===== src/rtl/sram_bus_arbiter_pkg.sv =====
// Shared types for the SRAM bus arbiter: FSM states, access owner and the
// latched SRAM request handed to the timing controller.
package sram_arb_pkg;

    localparam int unsigned DATA_W = 32;
    localparam int unsigned WADDR_W = 30;

    typedef enum logic [1:0] {
        IDLE   = 2'd0,
        ACCESS = 2'd1,
        DONE   = 2'd2
    } arb_state_t;

    typedef enum logic [1:0] {
        OWN_NONE = 2'd0,
        OWN_DATA = 2'd1,
        OWN_INST = 2'd2
    } owner_t;

    typedef struct packed {
        logic [WADDR_W-1:0] addr;
        logic               wen;
        logic [3:0]         byte_sel;
        logic [DATA_W-1:0]  wdata;
    } sram_req_t;

    // Byte address to 32-bit word address; the top truncates to SRAM_AW.
    function automatic logic [WADDR_W-1:0] word_addr(input logic [31:0] byte_addr);
        return byte_addr[31:2];
    endfunction

endpackage


===== src/rtl/sram_bus_arbiter_if.sv =====
// Pipeline- and SRAM-side signal bundle of the arbiter. The arbiter uses the
// slave modport; the surrounding pipeline/SRAM (or a bench) uses master.
interface sram_bus_arbiter_if #(
    parameter int SRAM_AW = 20
);
    logic               IF_REQ;
    logic [31:0]        IF_ADDR;
    logic [31:0]        IF_RDATA;
    logic               IF_RDY;
    logic               MEM_CEN;
    logic               MEM_WEN;
    logic [31:0]        MEM_ADDR;
    logic [3:0]         MEM_BYTE_SEL;
    logic [31:0]        MEM_SDATA;
    logic [31:0]        MEM_LDATA;
    logic               MEM_RDY;
    logic               STALL_REQ;
    logic [SRAM_AW-1:0] SRAM_ADDR;
    logic [31:0]        SRAM_WDATA;
    logic [31:0]        SRAM_RDATA;
    logic               SRAM_CE_N;
    logic               SRAM_OE_N;
    logic               SRAM_WE_N;
    logic [3:0]         SRAM_BE_N;

    modport slave (
        input  IF_REQ, IF_ADDR, MEM_CEN, MEM_WEN, MEM_ADDR, MEM_BYTE_SEL,
               MEM_SDATA, SRAM_RDATA,
        output IF_RDATA, IF_RDY, MEM_LDATA, MEM_RDY, STALL_REQ, SRAM_ADDR,
               SRAM_WDATA, SRAM_CE_N, SRAM_OE_N, SRAM_WE_N, SRAM_BE_N
    );

    modport master (
        output IF_REQ, IF_ADDR, MEM_CEN, MEM_WEN, MEM_ADDR, MEM_BYTE_SEL,
               MEM_SDATA, SRAM_RDATA,
        input  IF_RDATA, IF_RDY, MEM_LDATA, MEM_RDY, STALL_REQ, SRAM_ADDR,
               SRAM_WDATA, SRAM_CE_N, SRAM_OE_N, SRAM_WE_N, SRAM_BE_N
    );
endinterface


===== src/rtl/sram_bus_arbiter_timing_ctrl.sv =====
// SRAM access sequencer: latches one request on start, drives registered
// strobes for WAIT_CYCLES+1 cycles and flags the last access cycle.
module sram_timing_ctrl
    import sram_arb_pkg::*;
#(
    parameter int SRAM_AW     = 20,
    parameter int WAIT_CYCLES = 1
) (
    input  logic               clk,
    input  logic               rst,
    input  logic               start,
    input  sram_req_t          req_in,
    output sram_req_t          cur_req,
    output logic               last,
    output logic               ce_n,
    output logic               oe_n,
    output logic               we_n,
    output logic [3:0]         be_n,
    output logic [SRAM_AW-1:0] addr,
    output logic [31:0]        wdata
);
    localparam logic [3:0] LAST_CNT = 4'(WAIT_CYCLES);

    sram_req_t  req_d, req_q;
    logic       active_d, active_q;
    logic [3:0] cnt_d, cnt_q;
    logic       ce_n_d, ce_n_q, oe_n_d, oe_n_q, we_n_d, we_n_q;
    logic [3:0] be_n_d, be_n_q;

    // Next-state and strobe computation; strobes reflect the cycle being entered.
    always_comb begin
        req_d    = req_q;
        active_d = active_q;
        cnt_d    = cnt_q;
        ce_n_d   = 1'b1;
        oe_n_d   = 1'b1;
        we_n_d   = 1'b1;
        be_n_d   = 4'b1111;
        if (start) begin
            req_d    = req_in;
            active_d = 1'b1;
            cnt_d    = 4'd0;
            ce_n_d   = 1'b0;
            oe_n_d   = req_in.wen;
            we_n_d   = ~req_in.wen;
            be_n_d   = ~req_in.byte_sel;
        end else if (active_q) begin
            if (cnt_q == LAST_CNT) begin
                active_d = 1'b0;
                cnt_d    = 4'd0;
            end else begin
                cnt_d  = cnt_q + 4'd1;
                ce_n_d = 1'b0;
                oe_n_d = req_q.wen;
                // Write strobe is released for the final cycle to give data hold time.
                we_n_d = ~(req_q.wen && (cnt_d != LAST_CNT));
                be_n_d = ~req_q.byte_sel;
            end
        end else begin
            active_d = 1'b0;
        end
    end

    // State and strobe registers with synchronous reset.
    always_ff @(posedge clk) begin
        if (rst) begin
            req_q    <= '0;
            active_q <= 1'b0;
            cnt_q    <= 4'd0;
            ce_n_q   <= 1'b1;
            oe_n_q   <= 1'b1;
            we_n_q   <= 1'b1;
            be_n_q   <= 4'b1111;
        end else begin
            req_q    <= req_d;
            active_q <= active_d;
            cnt_q    <= cnt_d;
            ce_n_q   <= ce_n_d;
            oe_n_q   <= oe_n_d;
            we_n_q   <= we_n_d;
            be_n_q   <= be_n_d;
        end
    end

    assign cur_req = req_q;
    assign last    = active_q && (cnt_q == LAST_CNT);
    assign ce_n    = ce_n_q;
    assign oe_n    = oe_n_q;
    assign we_n    = we_n_q;
    assign be_n    = be_n_q;
    assign addr    = req_q.addr[SRAM_AW-1:0];
    assign wdata   = req_q.wdata;
endmodule


===== src/rtl/sram_bus_arbiter.sv =====
// Shares one SRAM between instruction fetch and the data port (data first).
// Optional one-entry fetch buffer: define SRAM_ARB_INST_BUF_EN.
module sram_bus_arbiter
    import sram_arb_pkg::*;
#(
    parameter int SRAM_AW     = 20,
    parameter int WAIT_CYCLES = 1
) (
    input  logic              CLK,
    input  logic              RST,
    sram_bus_arbiter_if.slave bus
);
    arb_state_t  state_d, state_q;
    owner_t      owner_d, owner_q;
    logic [31:0] if_rdata_d, if_rdata_q, mem_ldata_d, mem_ldata_q;
    logic        if_rdy_d, if_rdy_q, mem_rdy_d, mem_rdy_q;
    logic        start_s, last_s;
    sram_req_t   req_s, cur_req_s;

`ifdef SRAM_ARB_INST_BUF_EN
    logic               buf_valid_d, buf_valid_q;
    logic [WADDR_W-1:0] buf_tag_d, buf_tag_q;
    logic [31:0]        buf_data_d, buf_data_q;
    logic               buf_hit_s;
    assign buf_hit_s = buf_valid_q && (buf_tag_q == word_addr(bus.IF_ADDR));
`endif

    // Requester selection, completion capture and RDY generation.
    always_comb begin
        state_d     = state_q;
        owner_d     = owner_q;
        if_rdata_d  = if_rdata_q;
        mem_ldata_d = mem_ldata_q;
        if_rdy_d    = 1'b0;
        mem_rdy_d   = 1'b0;
        start_s     = 1'b0;
        req_s       = '0;
`ifdef SRAM_ARB_INST_BUF_EN
        buf_valid_d = buf_valid_q;
        buf_tag_d   = buf_tag_q;
        buf_data_d  = buf_data_q;
`endif
        case (state_q)
            IDLE: begin
                if (bus.MEM_CEN) begin
                    req_s.addr     = word_addr(bus.MEM_ADDR);
                    req_s.wen      = bus.MEM_WEN;
                    req_s.byte_sel = bus.MEM_BYTE_SEL;
                    req_s.wdata    = bus.MEM_SDATA;
                    start_s        = 1'b1;
                    owner_d        = OWN_DATA;
                    state_d        = ACCESS;
                end else if (bus.IF_REQ) begin
                    req_s.addr     = word_addr(bus.IF_ADDR);
                    req_s.wen      = 1'b0;
                    req_s.byte_sel = 4'b1111;
                    req_s.wdata    = 32'h0000_0000;
                    owner_d        = OWN_INST;
`ifdef SRAM_ARB_INST_BUF_EN
                    if (buf_hit_s) begin
                        if_rdata_d = buf_data_q;
                        if_rdy_d   = 1'b1;
                        state_d    = DONE;
                    end else begin
                        start_s = 1'b1;
                        state_d = ACCESS;
                    end
`else
                    start_s = 1'b1;
                    state_d = ACCESS;
`endif
                end else begin
                    owner_d = OWN_NONE;
                    state_d = IDLE;
                end
            end
            ACCESS: begin
                if (last_s) begin
                    state_d = DONE;
                    if (owner_q == OWN_DATA) begin
                        mem_rdy_d = 1'b1;
                        // Stores leave the load register untouched.
                        if (!cur_req_s.wen) begin
                            mem_ldata_d = bus.SRAM_RDATA;
                        end else begin
                            mem_ldata_d = mem_ldata_q;
                        end
`ifdef SRAM_ARB_INST_BUF_EN
                        if (cur_req_s.wen && (cur_req_s.addr == buf_tag_q)) begin
                            buf_valid_d = 1'b0;
                        end else begin
                            buf_valid_d = buf_valid_q;
                        end
`endif
                    end else if (owner_q == OWN_INST) begin
                        if_rdy_d   = 1'b1;
                        if_rdata_d = bus.SRAM_RDATA;
`ifdef SRAM_ARB_INST_BUF_EN
                        buf_valid_d = 1'b1;
                        buf_tag_d   = cur_req_s.addr;
                        buf_data_d  = bus.SRAM_RDATA;
`endif
                    end else begin
                        state_d = IDLE;
                    end
                end else begin
                    state_d = ACCESS;
                end
            end
            DONE: begin
                owner_d = OWN_NONE;
                state_d = IDLE;
            end
            default: begin
                owner_d = OWN_NONE;
                state_d = IDLE;
            end
        endcase
    end

    // Arbiter registers; reset mid-access drops the access with no RDY.
    always_ff @(posedge CLK) begin
        if (RST) begin
            state_q     <= IDLE;
            owner_q     <= OWN_NONE;
            if_rdata_q  <= 32'h0000_0000;
            mem_ldata_q <= 32'h0000_0000;
            if_rdy_q    <= 1'b0;
            mem_rdy_q   <= 1'b0;
        end else begin
            state_q     <= state_d;
            owner_q     <= owner_d;
            if_rdata_q  <= if_rdata_d;
            mem_ldata_q <= mem_ldata_d;
            if_rdy_q    <= if_rdy_d;
            mem_rdy_q   <= mem_rdy_d;
        end
    end

`ifdef SRAM_ARB_INST_BUF_EN
    // Fetch buffer registers.
    always_ff @(posedge CLK) begin
        if (RST) begin
            buf_valid_q <= 1'b0;
            buf_tag_q   <= '0;
            buf_data_q  <= 32'h0000_0000;
        end else begin
            buf_valid_q <= buf_valid_d;
            buf_tag_q   <= buf_tag_d;
            buf_data_q  <= buf_data_d;
        end
    end
`endif

    sram_timing_ctrl #(
        .SRAM_AW     (SRAM_AW),
        .WAIT_CYCLES (WAIT_CYCLES)
    ) u_timing (
        .clk     (CLK),
        .rst     (RST),
        .start   (start_s),
        .req_in  (req_s),
        .cur_req (cur_req_s),
        .last    (last_s),
        .ce_n    (bus.SRAM_CE_N),
        .oe_n    (bus.SRAM_OE_N),
        .we_n    (bus.SRAM_WE_N),
        .be_n    (bus.SRAM_BE_N),
        .addr    (bus.SRAM_ADDR),
        .wdata   (bus.SRAM_WDATA)
    );

    assign bus.IF_RDATA  = if_rdata_q;
    assign bus.IF_RDY    = if_rdy_q;
    assign bus.MEM_LDATA = mem_ldata_q;
    assign bus.MEM_RDY   = mem_rdy_q;
    // Drops in the RDY cycle so the pipeline advances on that edge.
    assign bus.STALL_REQ = (bus.MEM_CEN && !mem_rdy_q) || (bus.IF_REQ && !if_rdy_q);
endmodule


===== src/flat_wrapper.sv =====
// flat-port wrapper written by rule: the top's interface ports become plain ports
module sram_bus_arbiter_flat import sram_arb_pkg::*;
#(
    parameter int SRAM_AW     = 20,
    parameter int WAIT_CYCLES = 1
)
  (CLK, RST, bus_IF_REQ, bus_IF_ADDR, bus_MEM_CEN, bus_MEM_WEN, bus_MEM_ADDR, bus_MEM_BYTE_SEL, bus_MEM_SDATA, bus_SRAM_RDATA, bus_IF_RDATA, bus_IF_RDY, bus_MEM_LDATA, bus_MEM_RDY, bus_STALL_REQ, bus_SRAM_ADDR, bus_SRAM_WDATA, bus_SRAM_CE_N, bus_SRAM_OE_N, bus_SRAM_WE_N, bus_SRAM_BE_N);
  sram_bus_arbiter_if #(.SRAM_AW(SRAM_AW)) bus_i ();
  input  logic CLK;
  input  logic RST;
  input wire logic [$bits(bus_i.IF_REQ)-1:0] bus_IF_REQ;
  input wire logic [$bits(bus_i.IF_ADDR)-1:0] bus_IF_ADDR;
  input wire logic [$bits(bus_i.MEM_CEN)-1:0] bus_MEM_CEN;
  input wire logic [$bits(bus_i.MEM_WEN)-1:0] bus_MEM_WEN;
  input wire logic [$bits(bus_i.MEM_ADDR)-1:0] bus_MEM_ADDR;
  input wire logic [$bits(bus_i.MEM_BYTE_SEL)-1:0] bus_MEM_BYTE_SEL;
  input wire logic [$bits(bus_i.MEM_SDATA)-1:0] bus_MEM_SDATA;
  input wire logic [$bits(bus_i.SRAM_RDATA)-1:0] bus_SRAM_RDATA;
  output wire logic [$bits(bus_i.IF_RDATA)-1:0] bus_IF_RDATA;
  output wire logic [$bits(bus_i.IF_RDY)-1:0] bus_IF_RDY;
  output wire logic [$bits(bus_i.MEM_LDATA)-1:0] bus_MEM_LDATA;
  output wire logic [$bits(bus_i.MEM_RDY)-1:0] bus_MEM_RDY;
  output wire logic [$bits(bus_i.STALL_REQ)-1:0] bus_STALL_REQ;
  output wire logic [$bits(bus_i.SRAM_ADDR)-1:0] bus_SRAM_ADDR;
  output wire logic [$bits(bus_i.SRAM_WDATA)-1:0] bus_SRAM_WDATA;
  output wire logic [$bits(bus_i.SRAM_CE_N)-1:0] bus_SRAM_CE_N;
  output wire logic [$bits(bus_i.SRAM_OE_N)-1:0] bus_SRAM_OE_N;
  output wire logic [$bits(bus_i.SRAM_WE_N)-1:0] bus_SRAM_WE_N;
  output wire logic [$bits(bus_i.SRAM_BE_N)-1:0] bus_SRAM_BE_N;
  assign bus_i.IF_REQ = bus_IF_REQ;
  assign bus_i.IF_ADDR = bus_IF_ADDR;
  assign bus_i.MEM_CEN = bus_MEM_CEN;
  assign bus_i.MEM_WEN = bus_MEM_WEN;
  assign bus_i.MEM_ADDR = bus_MEM_ADDR;
  assign bus_i.MEM_BYTE_SEL = bus_MEM_BYTE_SEL;
  assign bus_i.MEM_SDATA = bus_MEM_SDATA;
  assign bus_i.SRAM_RDATA = bus_SRAM_RDATA;
  assign bus_IF_RDATA = bus_i.IF_RDATA;
  assign bus_IF_RDY = bus_i.IF_RDY;
  assign bus_MEM_LDATA = bus_i.MEM_LDATA;
  assign bus_MEM_RDY = bus_i.MEM_RDY;
  assign bus_STALL_REQ = bus_i.STALL_REQ;
  assign bus_SRAM_ADDR = bus_i.SRAM_ADDR;
  assign bus_SRAM_WDATA = bus_i.SRAM_WDATA;
  assign bus_SRAM_CE_N = bus_i.SRAM_CE_N;
  assign bus_SRAM_OE_N = bus_i.SRAM_OE_N;
  assign bus_SRAM_WE_N = bus_i.SRAM_WE_N;
  assign bus_SRAM_BE_N = bus_i.SRAM_BE_N;
  sram_bus_arbiter #(.SRAM_AW(SRAM_AW), .WAIT_CYCLES(WAIT_CYCLES)) u_core (.CLK(CLK), .RST(RST), .bus(bus_i));
endmodule

===== config.mk =====
export PLATFORM = sky130hd
export DESIGN_NAME = sram_bus_arbiter_flat
export DESIGN_NICKNAME = d
export VERILOG_FILES = /design/src/rtl/sram_bus_arbiter_pkg.sv /design/src/rtl/sram_bus_arbiter_if.sv /design/src/rtl/sram_bus_arbiter_timing_ctrl.sv /design/src/rtl/sram_bus_arbiter.sv /design/src/flat_wrapper.sv
export SDC_FILE = /design/constraint.sdc
export NUM_CORES = 1
export LEC_CHECK = 0
export CAP_MARGIN = 20
export CORE_MARGIN = 10
export CORE_UTILIZATION = 42
export CTS_CLUSTER_DIAMETER = 60
export CTS_CLUSTER_SIZE = 30
export DETAILED_ROUTE_END_ITERATION = 10
export PLACE_DENSITY_LB_ADDON = 0.1
export SLEW_MARGIN = 20
export SYNTH_ARGS = -nofsm -noshare
export SYNTH_HDL_FRONTEND = slang
export SYNTH_SLANG_ARGS = --single-unit

===== constraint.sdc =====
create_clock -name CLK -period 2.1 [get_ports CLK]
set_input_delay 0.525 -clock CLK [delete_from_list [all_inputs] [get_ports CLK]]
set_output_delay 0.525 -clock CLK [all_outputs]
set_load 0.005 [all_outputs]

==> results.md, run 1 <==
* Most common library cell in the layout ignoring fill and taps: sky130_fd_sc_hd__clkdlybuf4s50_1
* Critical-path cell list: clkdlybuf4s50_1 -> buf_6 -> inv_1 -> o22ai_1 -> buf_2
* Required time of the critical path at 1570 ps
* Largest net degree at the start of global routing at 59
* CORE AREA at 0.01340 mm2
* Final cell count without fillers at 937
* Initial core utilization at 43.33%
* IO Count at 263
* Logic depth of the worst path, buffers included at 5
* Hold bufs inserted after CTS at 0
* Die area at around 0.019 mm2
* Peak supply drop at 0.0004531 V
* Via count of the first global-routing pass at 5378
* Hold Crit Endpoint: u_core.bus.MEM_LDATA[21]
* Fmax at between 500 and 600 MHz
* Die Span X at 137.6 um
* Average cell area after synthesis at just under 10 um2
* Maximum net fanout on the critical path at 4
* Status: finished clean
* Static Leakage at 3.061 nW
* Share of final-layout standard cells stronger than drive strength 1 at slightly above 8%
* Last weighted congestion value of the routability-driven placer at around 0.81
* Max-Slew Margin vs Limit at 53.65%
* Drt wl/cell at 19.57 um
* Footprint of the multi-input gates at about 0.0023 mm2
* Transition time at the pin with the least slew margin at 693.5 ps
* Maximum clock skew at final layout at 4.935 ps
* Crit path arrival time at ~1500 ps
* Tcrit/Tclk final at 94.64%
* Total wire length after detailed routing at 18.33 mm
* Placement row count at 42
* Fillers at 1098
* Routed Antenna Nets at 0
* Most frequent cells in the layout: sky130_fd_sc_hd__clkdlybuf4s50_1 (236), sky130_fd_sc_hd__dfxtp_1 (139), sky130_fd_sc_hd__nor4_1 (65)
* Via total after detailed routing at 5177
* Post-synth net total at 725
* Critical path launch point type: input pin
* Synth Register Bits at 139
* Worst reg2reg path endpoint: u_core.u_timing.be_n[1]
* Final core occ at 63.56%
* Ant. Diodes at 0
* CP top delay family: buffers and inverters
* Launch instance of the worst register-to-register path: u_core.u_timing.cnt_q[1]
* Post-route worst hold slack at ~470 ps
* Cell variety after synth at around 40
* Post-layout net count at around 900
* Total clock buffers created by CTS at 17
* Min Clock Period, post-route at between 1500 and 2000 ps
* Clock-pin transition on the worst setup and hold timing paths at roughly 50 ps
* Antenna violations before repair at 0
* Unrepaired setup endpoints after global routing: no
* Number of optimization iterations in the first detailed-route pass at 4
* Slowest Stage Delay on Critical Path at approximately 500 ps
* Clk Tree Root Cell: sky130_fd_sc_hd__clkbuf_16
* Maximum clock insertion buffer count at 2
* Hold depth at 1
* Final max-slew violation count at 0
* Insertion delay of the later-clocked pin in the worst-skew pair at 410 ps
* Number of warning messages in the yosys log at 0
* Max stage delay cell, worst path: sky130_fd_sc_hd__clkdlybuf4s50_1
* DRC marker count from the first detailed-route iteration at 338
* Wire length of the first global-routing pass at around 29 mm
* Setup Crit Path Kind: in2out
* Max-cap viol count at 0
* Worst path buffer plus inverter count at 4
* Total congestion overflow at 0
* Number of sinks driven by the clock tree at ~140
* Number of H-tree levels at 4
* Sequential-to-total area share from yosys stat at 47.92%
* Final number of setup-violating endpoints at 0
* P&R area growth vs syn at 46.67%
* Total power density per cell area at roughly 740 mW/mm2
* Clock tree from TritonCTS: done
* Critical hold path startpoint: u_core.bus.MEM_LDATA[21]
* Path class of the lowest-slack min-delay path: reg2reg
* Vias per cell at 5.525
* Global router's overall resource usage at 18.90%
* Internal reg-to-reg setup slack at roughly 190 ps
* Endpoint class of the critical path: primary output
* Flip-flop and latch area at 0.002783 mm2
* Half-perimeter wire length of the detailed placement result at 13.21 mm
* Detailed-route DRC error count at 0
* Number of cells after detailed placement at 909
* Synthesized instance count at 586
* Final Hold Violating Endpoints at 0
* Height of the die at 137.6 um
* # port buffers at around 240
* Path depth of the worst reg2reg path at 4
* Netlist area before placement at 0.005807 mm2
-- cells by family after synthesis --
family | after synthesis | synth area share [%]
compound gates | 183 | 24.71
xor+xnor | 4 | 0.6034
fa+ha+maj | 2 | 0.4309
buf+inv | 129 | 12.58
flops | 139 | 47.92
mux | 2 | 0.3448
simple gates | 127 | 13.40
-- layer usage --
metal  global-route usage [%]  routed length [um]  vias up
li1                         -                   -     2503
met1                    21.37                7404     2455
met2                    31.19                8772      196
met3                    8.194                1892       23
met4                    6.499                 263        0
met5                        0                   0        -
-- area by class of cell --
class                      instances  share of cell area, %
clock buffer                      24                  5.891
clock inverter                     3                 0.1763
inverter                           9                 0.3967
multi-input combinational        318                  27.15
sequential                       139                  32.67
tap                              176                  2.586
timing repair buffer             268                  31.13
-- timing repair --
| item | CTS | global route |
|---|---|---|
| pin swaps | 0 | 0 |
| setup buffers | 1 | 0 |
| endpoints found under the setup margin | 2 | 1 |
| resized for setup | 4 | 1 |
-- report_power, final --
part           total [mW]  switching, mW  internal [mW]
registers            2.81         0.0576           2.75
logic               0.844          0.358          0.487
clock network        2.63           1.01           1.63
-- state kept, by name, summed over array words and instances, names as in the netlist --
signal	cells
u_core.u_timing.we_n	1
u_core.bus.MEM_RDY	1
u_core.owner_q	2
u_core.u_timing.cur_req	5
u_core.u_timing.ce_n	1
u_core.state_q	2
u_core.u_timing.addr	20
u_core.bus.IF_RDY	1
u_core.u_timing.cnt_q	4
u_core.bus.IF_RDATA	32
u_core.u_timing.oe_n	1
u_core.u_timing.active_q	1
u_core.u_timing.be_n	4
u_core.u_timing.wdata	32
u_core.bus.MEM_LDATA	32
-- metrics by stage --
step	setup slack [ps]	instance area, um2	power (mW)	setup TNS (ps)
finish	112.5	8517	6.280	0
CTS	20.16	8518	6.341	0
floorplan	340.6	5807	3.275	0
global route	50.73	8517	6.522	0
detailed placement	-408.8	7989	3.706	-14760
global placement	-344.7	7989	3.682	-12490
-- cells in the mapped netlist --
library cell | count | area share, %
sky130_fd_sc_hd__a21o_1 | 1 | 0.13
sky130_fd_sc_hd__a311oi_1 | 3 | 0.45
sky130_fd_sc_hd__a31o_1 | 64 | 9.7
sky130_fd_sc_hd__o2111ai_1 | 2 | 0.30
sky130_fd_sc_hd__nand2_1 | 2 | 0.13
sky130_fd_sc_hd__a21oi_1 | 26 | 2.2
sky130_fd_sc_hd__nand4b_1 | 1 | 0.15
sky130_fd_sc_hd__nand2b_1 | 34 | 3.7
sky130_fd_sc_hd__a2111oi_0 | 3 | 0.45
sky130_fd_sc_hd__nor3_2 | 1 | 0.17
sky130_fd_sc_hd__ha_1 | 2 | 0.43
sky130_fd_sc_hd__or3_1 | 3 | 0.32
sky130_fd_sc_hd__buf_2 | 5 | 0.43
sky130_fd_sc_hd__or2_2 | 1 | 0.11
sky130_fd_sc_hd__nand3_1 | 2 | 0.17
sky130_fd_sc_hd__xor2_1 | 2 | 0.30
sky130_fd_sc_hd__dfxtp_1 | 139 | 48
sky130_fd_sc_hd__buf_4 | 52 | 6.7
sky130_fd_sc_hd__clkbuf_1 | 56 | 3.6
sky130_fd_sc_hd__or2_1 | 1 | 0.11
sky130_fd_sc_hd__o21a_1 | 2 | 0.26
sky130_fd_sc_hd__buf_1 | 1 | 0.065
sky130_fd_sc_hd__buf_6 | 6 | 1.2
sky130_fd_sc_hd__inv_1 | 8 | 0.52
sky130_fd_sc_hd__o22ai_1 | 1 | 0.11
sky130_fd_sc_hd__o21ai_0 | 3 | 0.26
sky130_fd_sc_hd__mux2i_1 | 2 | 0.34
sky130_fd_sc_hd__nor3_1 | 7 | 0.60
sky130_fd_sc_hd__a22o_1 | 32 | 4.8
sky130_fd_sc_hd__or2_0 | 1 | 0.11
sky130_fd_sc_hd__xnor2_1 | 2 | 0.30
sky130_fd_sc_hd__nor3b_1 | 1 | 0.13
sky130_fd_sc_hd__a211oi_1 | 22 | 2.8
sky130_fd_sc_hd__nor2_1 | 3 | 0.19
sky130_fd_sc_hd__and3_1 | 1 | 0.11
sky130_fd_sc_hd__a22oi_1 | 20 | 2.6
sky130_fd_sc_hd__a41oi_1 | 4 | 0.60
sky130_fd_sc_hd__nor4_1 | 65 | 7.0
sky130_fd_sc_hd__nand4_1 | 1 | 0.11
sky130_fd_sc_hd__nor2b_1 | 3 | 0.32
sky130_fd_sc_hd__inv_2 | 1 | 0.065
-- worst max path at each step --
stage	startpoint	to
finish	bus_MEM_CEN	bus_STALL_REQ
global route	u_core.u_timing.cnt_q[1]	u_core.u_timing.be_n[1]
CTS	bus_MEM_CEN	bus_STALL_REQ
detailed placement	bus_MEM_CEN	u_core.u_timing.cur_req[34]
global placement	bus_MEM_CEN	u_core.u_timing.oe_n
floorplan	u_core.u_timing.cnt_q[1]	u_core.bus.MEM_LDATA[27]
Power figures use the tool's default switching activity.
==> inputs of run 2 (changes only) <==
CORE_ASPECT_RATIO = 0.6   (was unset)
==> run 2 against run 1 <==
Against the previous run:
- wire length grew 1.9%
- critical endpoint unchanged
- highest routed layer unchanged
- maximum frequency shrank 2.8%
- critical path type unchanged
- final cell count grew 0.21%
- clock power grew 13%
- via count grew 0.58%
==> results.md, run 2 (synthesized netlist as in run 1, its figures left out) <==
* Via count of the first global-routing pass at 5422 (+0.82%)
* Total wire length after detailed routing at 18.69 mm (+1.9%)
* Placement row count at 33 (-21%)
* Critical path launch point type: input pin
* Half-perimeter wire length of the detailed placement result at 13.28 mm (+0.57%)
* Final number of setup-violating endpoints at 0 (unchanged)
* Wire length of the first global-routing pass at 29.61 mm (+3.5%)
* Transition time at the pin with the least slew margin at 547.8 ps (-145.7 ps)
* Share of final-layout standard cells stronger than drive strength 1 at 8.639% (+0.36 points)
* Static Leakage at 3.064 nW (about the same)
* Setup slack at placement at -218.1 ps (+190.7 ps)
* Number of cells after detailed placement at 908 (-0.11%)
* Number of sinks driven by the clock tree at 139 (unchanged)
* Switching Share at 24.10% (+1.5 points)
* DRC marker count from the first detailed-route iteration at 292 (-14%)
* Post-layout net count at 891 (-0.11%)
* Internal reg-to-reg setup slack at 250 ps (+60 ps)
* Clk Tree Root Cell: sky130_fd_sc_hd__clkbuf_16
* Total congestion overflow at 0 (unchanged)
* Largest net degree at the start of global routing at 53 (-10%)
* Max-Slew Margin vs Limit at 63.48% (+9.8 points)
* Launch instance of the worst register-to-register path: u_core.u_timing.cnt_q[1]
* Max stage delay cell, worst path: sky130_fd_sc_hd__clkdlybuf4s50_1
* Detailed-route DRC error count at 0 (unchanged)
* Clock-pin transition on the worst setup and hold timing paths at 60 ps (about the same)
* Post-route cell area at 0.008571 mm2 (+0.63%)
* Hold bufs inserted after CTS at 0 (unchanged)
* Fillers at 1100 (+0.18%)
* Setup Crit Path Kind: in2out
* Final Hold Violating Endpoints at 0 (unchanged)
* Min Clock Period, post-route at 2046 ps (+58.18 ps)
* Total power density per cell area at 772.3 mW/mm2 (+4.7%)
* Critical hold path startpoint: u_core.bus.MEM_LDATA[27]
* Path class of the lowest-slack min-delay path: reg2reg
* Ant. Diodes at 0 (unchanged)
* Peak supply drop at 0.0005565 V (+23%)
* # port buffers at 238 (unchanged)
* Portion of total power attributed to the clock network at 44.8% (+2.9 points)
* Placed cell area at 0.007988 mm2 (about the same)
* Initial core utilization at 42.75% (-0.59 points)
* Global router's overall resource usage at 19.12% (+0.22 points)
* Unrepaired setup endpoints after global routing: no
* Share of power burned in registers at 42.4% (-2.3 points)
* Clock tree from TritonCTS: done
* Routed Antenna Nets at 0 (unchanged)
* Endpoint class of the critical path: primary output
* Slowest Stage Delay on Critical Path at 480 ps (about the same)
* Combinational Power Share at 12.8% (-0.6 points)
* Via total after detailed routing at 5207 (+0.58%)
* Required time of the critical path at 1570 ps (about the same)
* Net load switching power at 1.595 mW (+12%)
* CORE AREA at 0.01358 mm2 (+1.4%)
* Final cell count without fillers at 939 (+0.21%)
* P&R area growth vs syn at 47.60%
* Maximum net fanout on the critical path at 2 (-2)
* Vias per cell at 5.545 (+0.37%)
* Drt wl/cell at 19.90 um (+1.7%)
* Footprint of the multi-input gates at 0.002307 mm2 (-0.22%)
* Most common library cell in the layout ignoring fill and taps: sky130_fd_sc_hd__clkdlybuf4s50_1
* Number of optimization iterations in the first detailed-route pass at 5 (+1)
* Post-layout worst setup margin at 54.35 ps (-58.18 ps)
* Internal Power at 5.024 mW (+3.4%)
* Die Span X at 171.8 um (+25%)
* Critical-path cell list: clkdlybuf4s50_1 -> inv_1 -> o22ai_1 -> dlygate4sd2_1
* Height of the die at 111.1 um (-19%)
* Launch point of the critical path: bus_MEM_CEN
* IO Count at 263 (unchanged)
* Post-layout total power at 6.619 mW (+5.4%)
* Tcrit/Tclk final at 97.41% (+2.8 points)
* Fmax at 488.8 MHz (-2.8%)
* Maximum clock insertion buffer count at 2 (unchanged)
* Total clock buffers created by CTS at 17 (unchanged)
* Flip-flop and latch area at 0.002783 mm2 (unchanged)
* Max-cap viol count at 0 (unchanged)
* Crit path arrival time at 1520 ps (+60 ps)
* Final max-slew violation count at 0 (unchanged)
* Status: finished clean
* Insertion delay of the later-clocked pin in the worst-skew pair at 410 ps (about the same)
* Most frequent cells in the layout: sky130_fd_sc_hd__clkdlybuf4s50_1 (236), sky130_fd_sc_hd__dfxtp_1 (139), sky130_fd_sc_hd__nor4_1 (65)
* Die area at 0.01908 mm2 (+0.82%)
* Setup Total Neg Slack at 0 ps (unchanged)
* Number of H-tree levels at 4 (unchanged)
* Last weighted congestion value of the routability-driven placer at 0.7997 (-0.93%)
* Antenna violations before repair at 0 (unchanged)
* Maximum clock skew at final layout at 9.675 ps (+4.740 ps)
==> run 2: cell count changes in the layout (fill, tap and decap cells not counted), sizes merged <==
cell         delta
clkinv          -1
bufinv          +2
buf             -2
inv             +3
clkinvlp        +5
dlygate4sd2     +1
clkbuf          -5
==> run 2: power groups by stage <==
stage | clock network, mW | registers, mW | logic, mW
final | 2.96 | 2.81 | 0.848
after global routing | 3.14 | 2.82 | 0.920
after CTS | 3.02 | 2.81 | 0.853
after detailed placement | 0 | 2.86 | 0.849
after global placement | 0 | 2.86 | 0.834
after floorplan | 0 | 2.84 | 0.431
==> run 2: final cells by class <==
type	count	share of cell area [%]
clock inverters	12	1.650
flip-flops and latches	139	32.47
inverters	9	0.3942
repair buffers	267	30.85
multi-input cells	318	26.92
clock buffers	19	5.168
well taps	175	2.555
==> run 2: path summary, 6_finish.rpt <==
check	to	cells past startpoint
worst max register to register	u_core.bus.IF_RDATA[2]	4
worst min register to register	u_core.bus.MEM_LDATA[27]	1
worst max-delay path	bus_STALL_REQ	4
worst min-delay path	u_core.bus.MEM_LDATA[27]	1
==> run 2: layer usage <==
layer / vias to the layer above / part of all wire, % / track usage (%)
met1: 2494 / 42 / 23.46
met5: - / 0 / 0
met2: 201 / 46 / 30.20
met3: 15 / 10 / 7.895
met4: 0 / 0.89 / 4.977
li1: 2497 / - / -
==> run 2: worst max-delay path, delay by kind of cell <==
family	cells	cell delay [ps]
buffers and inverters	3	810
AO/OA/AOI/OAI	1	180
==> run 2: what timing repair did <==
item | 4_1_cts | 5_1_grt
setup endpoints to repair | 1 | 0
setup buffers | 0 | 0
gates resized for setup | 1 | 0
==> run 2: through the flow <==
stage	utilization (%)	hold WS, ps
floorplan	-	448.4
global placement	58.80	455.8
detailed placement	58.80	464.2
CTS	63.09	480.6
global route	63.09	495.7
finish	63.09	476.3
